## config.mk

```make
export PLATFORM = sky130hd
export DESIGN_NAME = seed_g_sched_flat
export DESIGN_NICKNAME = d
export VERILOG_FILES = /design/src/rtl/seed_g_sched_if.sv /design/src/rtl/seed_g_sched.sv /design/src/flat_wrapper.sv
export SDC_FILE = /design/constraint.sdc
export NUM_CORES = 1
export LEC_CHECK = 0
export CAP_MARGIN = 20
export CORE_MARGIN = 1
export CORE_UTILIZATION = 50
export CTS_BUF_LIST = sky130_fd_sc_hd__clkbuf_4
export DETAILED_ROUTE_END_ITERATION = 7
export PLACE_DENSITY = 0.87
export SLEW_MARGIN = 15
export SYNTH_ARGS = -nofsm -noshare
export SYNTH_HDL_FRONTEND = slang
export SYNTH_SLANG_ARGS = --single-unit
```

## constraint.sdc

```tcl
create_clock -name clk -period 4.2 [get_ports clk]
set_input_delay 1.26 -clock clk [delete_from_list [all_inputs] [get_ports clk]]
set_output_delay 1.26 -clock clk [all_outputs]
set_load 0.01 [all_outputs]
```

## src/rtl/seed_g_sched_if.sv

```systemverilog
// seed_g_sched_if: bundles the two requester handshakes, the shared SS table
// port and the result handshake of the SEED G-function scheduler.
interface seed_g_sched_if;
  // Requester 0 (round function)
  logic        req0_valid;
  logic [31:0] req0_data;
  logic        req0_ready;
  // Requester 1 (key schedule)
  logic        req1_valid;
  logic [31:0] req1_data;
  logic        req1_ready;
  // Shared SS table, combinational read
  logic [1:0]  ss_sel;
  logic [7:0]  ss_adrs;
  logic [31:0] ss_data;
  // Result handshake
  logic        res_valid;
  logic        res_id;
  logic [31:0] res_data;
  logic        res_ready;
  // Status
  logic        busy;

  // Scheduler side.
  modport slave (
    input  req0_valid, req0_data, req1_valid, req1_data, ss_data, res_ready,
    output req0_ready, req1_ready, ss_sel, ss_adrs, res_valid, res_id, res_data, busy
  );

  // Requesters, table and consumer side.
  modport master (
    output req0_valid, req0_data, req1_valid, req1_data, ss_data, res_ready,
    input  req0_ready, req1_ready, ss_sel, ss_adrs, res_valid, res_id, res_data, busy
  );
endinterface : seed_g_sched_if

```

## src/rtl/seed_g_sched.sv

```systemverilog
// seed_g_sched: shares one SS table read port between the round function and
// the key schedule. Each accepted operand Y is folded into
// G(Y) = SS0(Y0)^SS1(Y1)^SS2(Y2)^SS3(Y3) with one table lookup per cycle,
// giving one result every 6 cycles (grant, 4 lookups, result).
module seed_g_sched (
  input  logic          clk,
  input  logic          rst_n,
  seed_g_sched_if.slave bus
);

  typedef enum logic [1:0] {
    S_IDLE = 2'd0,
    S_LOOK = 2'd1,
    S_DONE = 2'd2
  } state_t;

  state_t      r_state;
  state_t      w_state_nxt;
  logic [1:0]  r_cnt;      // table / byte index of the current lookup
  logic [31:0] r_acc;      // running XOR of table words
  logic [31:0] r_op;       // captured operand, immune to later input changes
  logic        r_id;       // owner of the operation in flight
  logic        r_last;     // last granted requester (round-robin pointer)

  logic        w_idle;
  logic        w_look;
  logic        w_done;
  logic        w_grant_en;
  logic        w_grant_id;
  logic        w_look_end;
  logic [7:0]  w_byte;

  assign w_idle     = (r_state == S_IDLE);
  assign w_look     = (r_state == S_LOOK);
  assign w_done     = (r_state == S_DONE);
  assign w_look_end = w_look && (r_cnt == 2'd3);

  // Round-robin grant: only offered in IDLE, and never while reset is held so
  // a requester cannot see a phantom handshake during reset.
  always_comb begin
    // NOTE: every signal written here gets a default first, so no path through
    // the block leaves it unassigned and no latch can be inferred.
    w_grant_en = 1'b0;
    w_grant_id = 1'b0;
    if (w_idle && rst_n) begin
      if (bus.req0_valid && bus.req1_valid) begin
        w_grant_en = 1'b1;
        w_grant_id = ~r_last;
      end else if (bus.req0_valid) begin
        w_grant_en = 1'b1;
        w_grant_id = 1'b0;
      end else if (bus.req1_valid) begin
        w_grant_en = 1'b1;
        w_grant_id = 1'b1;
      end
    end
  end

  assign bus.req0_ready = w_grant_en & ~w_grant_id;
  assign bus.req1_ready = w_grant_en &  w_grant_id;

  // Next-state logic: IDLE -> LOOK on grant, LOOK x4 -> DONE, DONE -> IDLE on accept.
  always_comb begin
    w_state_nxt = r_state;
    case (r_state)
      S_IDLE:  if (w_grant_en)    w_state_nxt = S_LOOK;
      S_LOOK:  if (w_look_end)    w_state_nxt = S_DONE;
      S_DONE:  if (bus.res_ready) w_state_nxt = S_IDLE;
      default:                    w_state_nxt = S_IDLE;
    endcase
  end

  // State register; reset aborts any operation in flight.
  always_ff @(posedge clk or negedge rst_n) begin
    if (!rst_n) begin
      r_state <= S_IDLE;
    end else begin
      // NOTE: flops are written with non-blocking assignments so every register
      // samples the values that existed before the clock edge.
      r_state <= w_state_nxt;
    end
  end

  // Operand byte for the current lookup: cnt=0 -> Y0 (bits 7:0) ... cnt=3 -> Y3.
  always_comb begin
    w_byte = r_op[7:0];
    case (r_cnt)
      2'd1:    w_byte = r_op[15:8];
      2'd2:    w_byte = r_op[23:16];
      2'd3:    w_byte = r_op[31:24];
      default: w_byte = r_op[7:0];
    endcase
  end

  // Datapath: capture on grant, then fold one table word per LOOK cycle.
  always_ff @(posedge clk or negedge rst_n) begin
    if (!rst_n) begin
      r_cnt  <= 2'd0;
      r_acc  <= 32'd0;
      r_op   <= 32'd0;
      r_id   <= 1'b0;
      r_last <= 1'b1;
    end else if (w_grant_en) begin
      r_op   <= w_grant_id ? bus.req1_data : bus.req0_data;
      r_id   <= w_grant_id;
      r_last <= w_grant_id;
      r_acc  <= 32'd0;
      r_cnt  <= 2'd0;
    end else if (w_look) begin
      r_acc  <= r_acc ^ bus.ss_data;
      r_cnt  <= r_cnt + 2'd1;
    end
  end

  // Table port is parked at 0 whenever no lookup is in progress.
  assign bus.ss_sel    = w_look ? r_cnt  : 2'd0;
  assign bus.ss_adrs   = w_look ? w_byte : 8'd0;

  // Result is only presented in DONE; acc cannot change there, so it holds.
  assign bus.res_valid = w_done;
  assign bus.res_id    = r_id;
  assign bus.res_data  = w_done ? r_acc : 32'd0;
  assign bus.busy      = ~w_idle;

endmodule : seed_g_sched
```

## src/flat_wrapper.sv

```systemverilog
// flat-port wrapper written by rule: the top's interface ports become plain ports
module seed_g_sched_flat 
  (clk, rst_n, bus_req0_valid, bus_req0_data, bus_req1_valid, bus_req1_data, bus_ss_data, bus_res_ready, bus_req0_ready, bus_req1_ready, bus_ss_sel, bus_ss_adrs, bus_res_valid, bus_res_id, bus_res_data, bus_busy);
  seed_g_sched_if bus_i ();
  input  logic clk;
  input  logic rst_n;
  input wire logic [$bits(bus_i.req0_valid)-1:0] bus_req0_valid;
  input wire logic [$bits(bus_i.req0_data)-1:0] bus_req0_data;
  input wire logic [$bits(bus_i.req1_valid)-1:0] bus_req1_valid;
  input wire logic [$bits(bus_i.req1_data)-1:0] bus_req1_data;
  input wire logic [$bits(bus_i.ss_data)-1:0] bus_ss_data;
  input wire logic [$bits(bus_i.res_ready)-1:0] bus_res_ready;
  output wire logic [$bits(bus_i.req0_ready)-1:0] bus_req0_ready;
  output wire logic [$bits(bus_i.req1_ready)-1:0] bus_req1_ready;
  output wire logic [$bits(bus_i.ss_sel)-1:0] bus_ss_sel;
  output wire logic [$bits(bus_i.ss_adrs)-1:0] bus_ss_adrs;
  output wire logic [$bits(bus_i.res_valid)-1:0] bus_res_valid;
  output wire logic [$bits(bus_i.res_id)-1:0] bus_res_id;
  output wire logic [$bits(bus_i.res_data)-1:0] bus_res_data;
  output wire logic [$bits(bus_i.busy)-1:0] bus_busy;
  assign bus_i.req0_valid = bus_req0_valid;
  assign bus_i.req0_data = bus_req0_data;
  assign bus_i.req1_valid = bus_req1_valid;
  assign bus_i.req1_data = bus_req1_data;
  assign bus_i.ss_data = bus_ss_data;
  assign bus_i.res_ready = bus_res_ready;
  assign bus_req0_ready = bus_i.req0_ready;
  assign bus_req1_ready = bus_i.req1_ready;
  assign bus_ss_sel = bus_i.ss_sel;
  assign bus_ss_adrs = bus_i.ss_adrs;
  assign bus_res_valid = bus_i.res_valid;
  assign bus_res_id = bus_i.res_id;
  assign bus_res_data = bus_i.res_data;
  assign bus_busy = bus_i.busy;
  seed_g_sched u_core (.clk(clk), .rst_n(rst_n), .bus(bus_i));
endmodule
```

## Yosys cells after proc, flatten, opt, wreduce, memory -nomap -nowiden

Index checks and enable logic that the tools add are counted.

- Add/subtract/negate cells: 1
- Equal/unequal tests: 8
- Muxes and demuxes: 20
- Bitwise gates (word level): 6
- Reductions and logical operators: 6

Operators with widths:

| operator | number |
|---|---|
| two-way mux 32 bit | 4 |
| XOR 32 bit | 1 |
| one-hot mux 8 bit (3 select lines) | 1 |
| two-way mux 2 bit | 6 |
| two-way mux 8 bit | 1 |
| two-way mux 1 bit | 7 |
| == test 2 bit (second input constant) | 3 |
| != test 2 bit (second input constant) | 3 |
| one-hot mux 2 bit (3 select lines) | 1 |
| == test 2 x 1 -> 1 bit (second input constant) | 2 |
| logical AND 1 bit | 3 |
| NOT 1 bit | 3 |
| AND reduction 3 bit | 1 |
| adder 2 x 1 -> 2 bit (second input constant) | 1 |
| bitwise AND 1 bit | 2 |
| logical NOT 2 bit | 1 |
| nonzero test 2 bit | 1 |

- Bits in registers: 70
- Bits of input ports: 101
- Output and inout port bits: 47

## Logic depth before layout (Yosys ltp)

- Depth in word-level cells: 6
- Gate-level depth with buffers: 7

## Least setup slack after synthesis

Ideal clock, no wire load.

- Path kind: input -> output
- From: input port rst_n
- To: output port bus_req0_ready
- Arrival: 2.147 ns
- Required time: 2.940 ns
- Slack: 0.793 ns
- Stages: 4
- Buffers on the path: 1
- Cell sequence: or3b_1 > buf_2 > nor2_1 > nor2_1

- Cells in the longest elaborated chain, start to end: 4

RTL lines:

| element | RTL line | RTL |
|---|---|---|
| start, declared | flat_wrapper.sv:6 | `input logic rst_n;` |
| logical AND 1 bit (*) | seed_g_sched.sv:45 | `if (w_idle && rst_n) begin` |
| two-way mux 1 bit | seed_g_sched.sv:45 |  |
| NOT 1 bit | seed_g_sched.sv:59 | `assign bus.req0_ready = w_grant_en & ~w_grant_id;` |
| bitwise AND 1 bit (*) | seed_g_sched.sv:59 |  |
| end, declared | flat_wrapper.sv:13 | `output wire logic [$bits(bus_i.req0_ready)-1:0] bus_req0_ready;` |

Mark *: on every way between the ends. The rest lies on a longest branch, timed or not.

## Worst setup path after layout

- From: input port bus_req1_valid
- To: output port bus_req1_ready

- Cells in the longest elaborated chain, start to end: 5

RTL lines:

| element | RTL line | RTL |
|---|---|---|
| start, declared | flat_wrapper.sv:9 | `input wire logic [$bits(bus_i.req1_valid)-1:0] bus_req1_valid;` |
| two-way mux 1 bit | seed_g_sched.sv:52 | `end else if (bus.req1_valid) begin` |
| two-way mux 1 bit | seed_g_sched.sv:49 | `end else if (bus.req0_valid) begin` |
| two-way mux 1 bit | seed_g_sched.sv:46 | `if (bus.req0_valid && bus.req1_valid) begin` |
| two-way mux 1 bit | seed_g_sched.sv:45 |  |
| bitwise AND 1 bit (*) | seed_g_sched.sv:60 | `assign bus.req1_ready = w_grant_en & w_grant_id;` |
| end, declared | flat_wrapper.sv:14 | `output wire logic [$bits(bus_i.req1_ready)-1:0] bus_req1_ready;` |

Marks and branches as above.

==> flow_summary.ini <==
[grt]
grt_max_degree = 56
grt_pass1_vias = 3577
grt_usage = 0.262
antenna_found_initial = 0
grt_pass1_wl_um = 17300
grt_overflow_total = 0

[worst_setup_path]
cp_data_arrival_time_ps = 2850
cpMostUsedCell = clkdlybuf4s50_1
crit_fanout = 4
worst_path_max_delay_cell = clkdlybuf4s50_1
start_kind = input port
critPathBufInv = 2
crit_family = buffers and inverters
crit_type = input port to output port
setup.worst_path.end_class = output port
r2r_cells = 4
cp_num_cells = 4
slowest_delay_ps = 610
cp_cell_sequence = clkdlybuf4s50_1 -> a21bo_1 -> nor2_1 -> clkdlybuf4s50_1
crit_required_ps = 2940

[sta]
fin_crit_sh = 0.979
maxSlewHeadroom = 0.509
period_minus_slack_ps = 4110
final.setup.tns_ps = 0
skew_ps = 12.0
setup_violations = 0
grt_setup_unrepaired = no
fmax_ghz = 0.243
worst_slew_pin_slew_ps = 734
hold-worst-slack_ps = 515
slew_viol_final = 0
hold_violations = 0

[pwr]
sequentialPowerShare = 0.375
p_int_mw = 1.93
clockPowerShare = 0.128
comb_power_share = 0.497
switching_share = 0.406
power_density_nw_per_um2 = 574
p_switching_mw = 1.32
finalPower_mw = 3.25
ir_drop_mv = 0.356
leakagePower_nw = 2.33

[floorplan]
die_w_um = 91.7
dieArea_um2 = 8410
die_h_um = 91.7
std_cell_rows = 32
io_pins = 148
core_area_um2 = 7770
start_util = 0.518

[clock_network]
clock_latency_ps = 420
clk_pin_slew_worst_paths_ps = 110
htree_num_levels = 3
cts_tree = built
hold_buffers = 0
clockBufferDepth = 2
post_cts_resized = 0
postCtsSetupBuffers = 0
cts_buffers = 9
numClockSinks = 70
clockRootBuffer = clkbuf_4

[cells_and_area]
synthToLayoutAreaGrowth_pct = 40.8
drive_gt1_frac = 0.108
diodes = 0
layout_commonest_cell = clkdlybuf4s50_1
final_cell_mix = clkdlybuf4s50_1 (146), nor2_1 (77), dfrtp_1 (69), o21ai_1 (34), a21oi_1 (33)
fin_area_um2 = 5670
nets = 666
finalNonFillerCells = 668
fill_cells = 560

[route]
vias = 3596
viasPerCell = 5.38
totalWireLength_um = 10700
dr.pass1.iters = 4
drtIter0Drc = 214
wire_per_inst_um = 16.1
detail-route-antenna-nets = 0
drcViolationCount = 0

[logic_synthesis]
synth.ff_latch_count = 70
synth-seq-area-share = 0.436
synth_warnings = 0
syn-cell-area_um2 = 4020
synth_cell_type_count = 30
syn_nets = 535
syn_inst = 430
syn_area_per_cell_um2 = 9.36

[hold_path]
min_path_cells = 2
hold_class = flip-flop to flip-flop

[place]
place_hpwl_um = 7650
dpl_cell_area_um2 = 5530
place.port_buffers = 147
place_inst = 652
gp_congestion = 0.831

[status]
outcome = complete, no violations

[job]
maxCapViolCount = 0
## layout make-up
type                    count  area [µm²]  area share
clock buffers               9        67.6      0.0119
clock inverters             7        65.1      0.0115
inverters                   3        11.3     0.00199
multi-input cells         317        2080       0.367
flip-flops and latches     70        1750       0.309
well taps                 102         128      0.0225
repair buffers            160        1560       0.276
## power by group through the flow
stage,Clock (mW),Sequential (mW),Combinational [mW]
after floorplan,0,1.15,1.13
after global placement,0,1.21,1.55
after detailed placement,0,1.23,1.60
after CTS,0.426,1.22,1.62
after global routing,0.457,1.25,1.76
final,0.416,1.22,1.61
## cells in the mapped netlist
master    count  area, µm²
xnor2_1       1       8.76
nand2_1      11       41.3
nor2_1       78        293
nand3b_1     32        240
or3b_1        1       8.76
nor2_4        1       11.3
a21o_1        2       15.0
o21ai_2       1       8.76
o31ai_1       6       45.0
nor2b_1       2       12.5
dfrtp_1      69       1730
ha_1          4       50.1
a21boi_1      1       7.51
buf_1         4       15.0
buf_2        12       60.1
a222oi_1      8       80.1
and2_1       32        200
a21bo_1       1       10.0
o31ai_2      26        325
nand2b_1      1       6.26
clkbuf_1     20       75.1
o21a_1        8       60.1
inv_1         3       11.3
or2_2         1       6.26
dfstp_2       1       26.3
nor3b_4       1       18.8
a21oi_1      33        165
xor2_1       32        280
o21ai_1      34        170
buf_6         4       45.0
## cells by family (layout without fill, tap and decap cells)
logic type                 Yosys count  after routing  synth area share
adders and majority gates            4              4            0.0124
AOI/OAI and AO/OA                  120            120             0.220
buffers and inverters               43            179            0.0513
DFF                                 70             70             0.436
xor gates and xnor gates            33             33            0.0718
and+or+nand+nor                    160            160             0.208
## through the flow
stage,utilization,setup slack [ps]
after global routing,0.730,15.3
final,0.730,89.9
after CTS,0.730,85.5
after floorplan,-,793
after global placement,0.712,92.8
after detailed placement,0.712,97.1
## layer usage
layer / GRT usage / vias to the layer above / share of wire
li1: - / 1739 / -
met1: 0.327 / 1680 / 0.42
met2: 0.456 / 160 / 0.49
met3: 0.0547 / 17 / 0.068
met4: 0.0846 / 0 / 0.019
met5: 0 / - / 0
## registers in the layout, indices dropped and copies added, names as in the netlist
name / count
u_core.r_acc: 32
u_core.r_state: 2
u_core.bus.res_id: 1
u_core.r_cnt: 2
u_core.r_op: 32
u_core.r_last: 1
## worst paths after layout
kind	endpoint	startpoint	slack, ps
min reg2reg	u_core.r_op[2]	u_core.r_op[2]	510
min	u_core.r_op[2]	u_core.r_op[2]	510
max	bus_req1_ready	bus_req1_valid	90
min in group asynchronous	u_core.r_op[10]	rst_n	810
max reg2reg	u_core.r_cnt[0]	u_core.r_state[0]	2130
max in group asynchronous	u_core.r_acc[2]	rst_n	2740
## worst reg2reg max path, cell delays in order, from the launching register on
cell and delay (ps):
dfrtp_1 480, or3b_1 420, buf_4 260, nor2_4 630, nor2_1 140
No activity file was read; power rests on OpenSTA's default activity.
